## config.mk

```make
export PLATFORM = sky130hd
export DESIGN_NAME = bit_unstuff_block
export DESIGN_NICKNAME = d
export VERILOG_FILES = /design/src/rtl/bit_unstuff_block.sv
export SDC_FILE = /design/constraint.sdc
export NUM_CORES = 1
export LEC_CHECK = 0
export ABC_CLOCK_PERIOD_IN_PS = 3400
export BUFFER_PORTS_ARGS = -buffer_cell sky130_fd_sc_hd__buf_2
export CORE_ASPECT_RATIO = 1.5
export CORE_MARGIN = 4
export CORE_UTILIZATION = 29
export DETAILED_ROUTE_END_ITERATION = 8
export PLACE_DENSITY = 0.58
export SYNTH_ARGS = -nofsm -noshare
export SYNTH_HDL_FRONTEND = slang
export SYNTH_SLANG_ARGS = --single-unit
```

## constraint.sdc

```tcl
create_clock -name clk -period 3.4 [get_ports clk]
set_clock_uncertainty 0.2 [all_clocks]
set_input_delay 0.68 -clock clk [delete_from_list [all_inputs] [get_ports clk]]
set_output_delay 0.68 -clock clk [all_outputs]
set_load 0.005 [all_outputs]
```

## src/rtl/bit_unstuff_block.sv

```systemverilog
// bit_unstuff_block: serial bit de-stuffer with LSB-first byte assembly.
// After RUN_LEN consecutive ones the next bit is expected to be a stuffed
// zero, which is removed. Optional feature macro: STUFF_ERR_EN. When it is
// defined, a one in that slot is a stuffing violation: the block locks into
// ERR and raises the sticky stuff_err flag. When it is undefined, the one is
// kept as data and starts a new run.
module bit_unstuff_block #(
    parameter int RUN_LEN = 6
) (
    input  logic       clk,
    input  logic       rst,
    input  logic       enable_data,
    input  logic       data_in,
    input  logic       sync_clr,
    output logic       data_out,
    output logic       bit_valid,
    output logic       stuff_drop,
    output logic [7:0] byte_out,
    output logic       byte_valid,
    output logic       stuff_err
);

    localparam int CW = $clog2(RUN_LEN + 1);

`ifdef STUFF_ERR_EN
    typedef enum logic [1:0] {RUN = 2'd0, CHK = 2'd1, ERR = 2'd2} state_t;
`else
    typedef enum logic [1:0] {RUN = 2'd0, CHK = 2'd1} state_t;
`endif

    state_t          r_state;
    logic [CW-1:0]   r_ones;
    logic [2:0]      r_idx;
    logic [7:0]      r_shift;
    logic            r_data_out;
    logic            r_bit_valid;
    logic            r_stuff_drop;
    logic [7:0]      r_byte_out;
    logic            r_byte_valid;

    state_t          w_nstate;
    logic [CW-1:0]   w_nones;
    logic            w_fwd;
    logic            w_drop;
    logic            w_err;
    logic [7:0]      w_byte;

    // Next-state decision for one accepted bit: forward, drop or flag error
    always_comb begin
        w_nstate = r_state;
        w_nones  = r_ones;
        w_fwd    = 1'b0;
        w_drop   = 1'b0;
        w_err    = 1'b0;
        if (enable_data) begin
            case (r_state)
                RUN: begin
                    w_fwd = 1'b1;
                    if (data_in) begin
                        if (r_ones == CW'(RUN_LEN - 1)) begin
                            w_nones  = '0;
                            w_nstate = CHK;
                        end else begin
                            w_nones = r_ones + CW'(1);
                        end
                    end else begin
                        w_nones = '0;
                    end
                end
                CHK: begin
                    if (!data_in) begin
                        w_drop   = 1'b1;
                        w_nstate = RUN;
                    end else begin
`ifdef STUFF_ERR_EN
                        w_err    = 1'b1;
                        w_nstate = ERR;
`else
                        // The one is data and already counts as the first of a new run
                        w_fwd = 1'b1;
                        if (RUN_LEN == 1) begin
                            w_nones  = '0;
                            w_nstate = CHK;
                        end else begin
                            w_nones  = CW'(1);
                            w_nstate = RUN;
                        end
`endif
                    end
                end
                default: begin
                    // ERR ignores data until sync_clr or rst
                    w_nstate = r_state;
                end
            endcase
        end
    end

    // Partial byte with the incoming bit merged at the current index
    always_comb begin
        w_byte        = r_shift;
        w_byte[r_idx] = data_in;
    end

    // State, counters, byte assembly and registered pulse outputs
    always_ff @(posedge clk or negedge rst) begin
        if (!rst) begin
            r_state      <= RUN;
            r_ones       <= '0;
            r_idx        <= '0;
            r_shift      <= '0;
            r_data_out   <= 1'b0;
            r_bit_valid  <= 1'b0;
            r_stuff_drop <= 1'b0;
            r_byte_out   <= 8'h00;
            r_byte_valid <= 1'b0;
        end else begin
            r_bit_valid  <= 1'b0;
            r_stuff_drop <= 1'b0;
            r_byte_valid <= 1'b0;
            if (sync_clr) begin
                r_state <= RUN;
                r_ones  <= '0;
                r_idx   <= '0;
                r_shift <= '0;
            end else begin
                r_state      <= w_nstate;
                r_ones       <= w_nones;
                r_stuff_drop <= w_drop;
                if (w_fwd) begin
                    r_bit_valid <= 1'b1;
                    r_data_out  <= data_in;
                    r_shift     <= w_byte;
                    if (r_idx == 3'd7) begin
                        r_byte_out   <= w_byte;
                        r_byte_valid <= 1'b1;
                        r_idx        <= '0;
                    end else begin
                        r_idx <= r_idx + 3'd1;
                    end
                end
            end
        end
    end

`ifdef STUFF_ERR_EN
    logic r_stuff_err;

    // Sticky violation flag, cleared only by sync_clr or rst
    always_ff @(posedge clk or negedge rst) begin
        if (!rst)          r_stuff_err <= 1'b0;
        else if (sync_clr) r_stuff_err <= 1'b0;
        else if (w_err)    r_stuff_err <= 1'b1;
    end

    assign stuff_err = r_stuff_err;
`else
    assign stuff_err = 1'b0;
`endif

    assign data_out   = r_data_out;
    assign bit_valid  = r_bit_valid;
    assign stuff_drop = r_stuff_drop;
    assign byte_out   = r_byte_out;
    assign byte_valid = r_byte_valid;

endmodule

```

==> reports/qor_table.md <==
| Step | Parameter | Value |
|---|---|---|
| routing | Total via count in the routed design | 870 |
| grt | Wire length of the first global-routing pass | 4150 um |
| setup path | Data required time of the critical path | 3.41 ns |
| yosys | Number of enable flip-flop cells after synthesis | 0 |
| placement | HPWL Detailed | 1740 um |
| yosys | Synth Area per Inst | 10.4 um2 |
| routing | Initial DRT Pass Iterations | 4 |
| status | Result of the run | complete, no violations |
| floorplanning | Row count | 29 |
| sta | Max-slew violation total from the final report | 0 |
| yosys | Synthesized Nets | 131 |
| placement | Count of port buffers added during placement | 16 |
| setup path | Data arrival at the endpoint of the critical path | 1.72 ns |
| cells and area | Proportion of layout cells with a drive suffix above 1 | 22.1% |
| sta | Max-slew headroom | 60.1% |
| power and ir drop | Static leakage power | 0.687 nW |
| job | Count of max-cap constraint violations | 0 |
| sta | Count of final setup violators | 0 |
| clock tree | Clock net sink count | 27 |
| setup path | CP max stage delay | 0.41 ns |
| grt | Number of antenna violations at the first check in global routing | 0 |
| clock tree | Post-CTS Repair Setup Buffers | 0 |
| cells and area | Nets@finish | 144 |
| setup path | CP max stage cell | sky130_fd_sc_hd__a21oi_2 |
| routing | Number of nets with antenna violations after routing | 0 |
| floorplanning | Die ar. | 5610 um2 |
| yosys | Share of the yosys chip area belonging to registers | 52.3% |
| grt | Overall global routing resource usage | 9.10% |
| routing | Number of remaining DRC errors | 0 |
| clock tree | Worst-case clock buffer depth | 2 |
| placement | Last weighted congestion value of the routability-driven placer | 0.723 |
| routing | Number of design-rule violations left by the first detailed-router iteration | 18 |
| clock tree | Number of buffers inserted by hold repair at cts | 0 |
| clock tree | Number of clock buffers inserted by TritonCTS | 3 |
| cells and area | Synthesis-to-layout area growth | 9.49% |
| yosys | Most used standard cells in the synthesized netlist | 27 x sky130_fd_sc_hd__dfrtp_1, 23 x sky130_fd_sc_hd__nand2_1, 10 x sky130_fd_sc_hd__mux2i_1, 10 x sky130_fd_sc_hd__o21ai_1, 6 x sky130_fd_sc_hd__o21ai_0 |
| cells and area | Number of antenna diodes | 0 |
| floorplanning | Top-Level Pins | 18 |
| power and ir drop | Final Total Pwr | 565 uW |
| routing | Final routed wire length divided by cell count | 12.8 um |
| yosys | Most instantiated flip-flop cell in the synthesis netlist | sky130_fd_sc_hd__dfrtp_1 |
| grt | Gr ovfl total | 0 |
| grt | Pin count of the biggest net entering global routing | 28 |
| sta | Portion of the clock cycle consumed by the worst path in the final layout | 50.1% |
| setup path | Critical path class | in2reg |
| floorplanning | Die extent in y | 89.8 um |
| clock tree | Latest clock arrival within the worst-skew pair | 0.27 ns |
| yosys | Count of warnings emitted by yosys | 0 |
| yosys | Share of Yosys cell area claimed by the top area cell type | 52.3% |
| floorplanning | Effective utilization at floorplan | 30.2% |
| yosys | Count of cell types in the netlist | 31 |
| sta | Slew at the pin with the worst max-slew slack | 0.599 ns |
| setup path | Ordered list of cells on the worst path | buf_2 > nand2b_4 > a21oi_2 > mux2_2 |
| grt | Number of global-route vias before repair | 897 |
| yosys | Most area-hungry cell type in the Yosys netlist | sky130_fd_sc_hd__dfrtp_1 |
| power and ir drop | Power density over the cells | 399 nW/um2 |
| yosys | Synthesized area | 1290 um2 |
| floorplanning | Placeable core area | 4280 um2 |
| clock tree | Depth of the CTS H-tree | 1 |
| yosys | Cells after synthesis | 124 |
| routing | Total wirelength of the detailed-routed design | 2330 um |
| sta | Setup total negative slack | 0 ns |
| setup path | Startpoint type of the worst setup path | input port |
| yosys | Area contributors post-synth | sky130_fd_sc_hd__dfrtp_1 52%, sky130_fd_sc_hd__mux2i_1 7.7%, sky130_fd_sc_hd__nand2_1 6.7% |
| clock tree | TritonCTS clock tree | yes |
| sta | Time the worst path needs with I/O delays and setup | 1.70 ns |
| yosys | Most frequent cell after synthesis | sky130_fd_sc_hd__dfrtp_1 |
| floorplanning | Floorplan die width | 62.5 um |
| setup path | Element type at the critical path end | register |
| setup path | CP max FO | 14 |
| power and ir drop | VDD IR max | 0.196 mV |
| sta | RSZ-0062 raised after global routing | false |
| clock tree | Root buffer selected by CTS | sky130_fd_sc_hd__clkbuf_8 |
| yosys | Asr flop ratio synth | 100% |
| sta | Max Freq | 0.587 GHz |
| clock tree | Post-cts sizing count | 0 |
| yosys | Count of state elements after synthesis | 27 |
| sta | Endpoints failing hold | 0 |
| clock tree | CTS clk-pin slew, worst paths | 0.09 ns |
| hold path | Hold Path Class | in2async |
| routing | Vias per cell | 4.78 |
## critical path, delay by kind of cell
| family | cells | cell delay, ns |
|---|---|---|
| muxes | 1 | 0.24 |
| and+or+nand+nor | 1 | 0.21 |
| buffers and inverters | 1 | 0.18 |
| AOI/OAI and AO/OA | 1 | 0.41 |
## final cells by class
type,count,area [um2]
clock buffer,3,41.3
fill,453,2870
timing repair buffer,16,80.1
inverter,3,11.3
sequential,27,676
multi-input combinational,86,544
tap,46,57.6
clock inverter,1,5.00
## final timing paths
kind                            cells past startpoint   startpoint  slack, ns          end
worst min-delay path                                1          rst       0.20     data_out
worst max register to register                      5     r_idx[1]       1.73  byte_out[5]
worst min register to register                      2  byte_out[4]       0.28  byte_out[4]
min in group clk                                    2  byte_out[4]       0.28  byte_out[4]
worst max-delay path                                4      data_in       1.70     r_idx[0]
max in group asynchronous                           1          rst       2.40     r_idx[2]
## registers in the layout, indices dropped and copies added, names as in the netlist
| register | flops |
|---|---|
| bit_valid | 1 |
| byte_out | 8 |
| byte_valid | 1 |
| data_out | 1 |
| r_idx | 3 |
| r_ones | 3 |
| r_shift | 8 |
| r_state | 1 |
| stuff_drop | 1 |
## stage by stage
stage / worst slack, ns / util (%) / cells / hold WS [ns] / cell area (um2)
global route: 1.53 / 33.1 / 182 / 0.241 / 1420
floorplan: 1.73 / - / 124 / 0.184 / 1290
global placement: 1.45 / 32.0 / 178 / 0.267 / 1370
detailed placement: 1.42 / 32.0 / 178 / 0.271 / 1370
finish: 1.70 / 33.1 / 182 / 0.204 / 1420
CTS: 1.70 / 33.1 / 182 / 0.228 / 1420
## cells in the final DEF (no fill, tap or decap), types with 2 or more instances in the layout
| cell | instances |
|---|---|
| sky130_fd_sc_hd__a21oi_1 | 2 |
| sky130_fd_sc_hd__a22o_1 | 2 |
| sky130_fd_sc_hd__buf_2 | 16 |
| sky130_fd_sc_hd__clkbuf_8 | 3 |
| sky130_fd_sc_hd__dfrtp_1 | 27 |
| sky130_fd_sc_hd__ha_1 | 2 |
| sky130_fd_sc_hd__inv_1 | 2 |
| sky130_fd_sc_hd__mux2i_1 | 10 |
| sky130_fd_sc_hd__nand2_1 | 23 |
| sky130_fd_sc_hd__nand2b_1 | 2 |
| sky130_fd_sc_hd__nand3_1 | 2 |
| sky130_fd_sc_hd__nand3b_1 | 2 |
| sky130_fd_sc_hd__nor2_1 | 5 |
| sky130_fd_sc_hd__nor2b_1 | 4 |
| sky130_fd_sc_hd__nor3_1 | 2 |
| sky130_fd_sc_hd__nor3b_1 | 2 |
| sky130_fd_sc_hd__o21ai_0 | 6 |
| sky130_fd_sc_hd__o21ai_1 | 10 |
| sky130_fd_sc_hd__o21ai_2 | 2 |
## power breakdown
group / total, mW / internal (mW) / switching, mW
Sequential: 0.337 / 0.328 / 0.00883
Combinational: 0.0481 / 0.0193 / 0.0288
Clock: 0.180 / 0.0820 / 0.0976
Total: 0.565 / 0.430 / 0.135
## layer usage
metal,track usage (%),share of wire (%)
met5,0,0
met4,4.05,0.99
met3,1.62,2.4
met2,16.6,55
met1,10.1,42
## kinds of logic (layout without fill, tap and decap cells)
family          Yosys count  in the layout  synth area share [%]
compound gates           25             25                  11.5
flops                    27             27                  52.3
fa+ha+maj                 2              2                  1.94
buf+inv                  11             23                  5.61
simple gates             47             47                  19.7
other cells               1              1                 0.290
mux                      11             11                  8.62
Note: power is estimated with default switching activity, not from simulation.
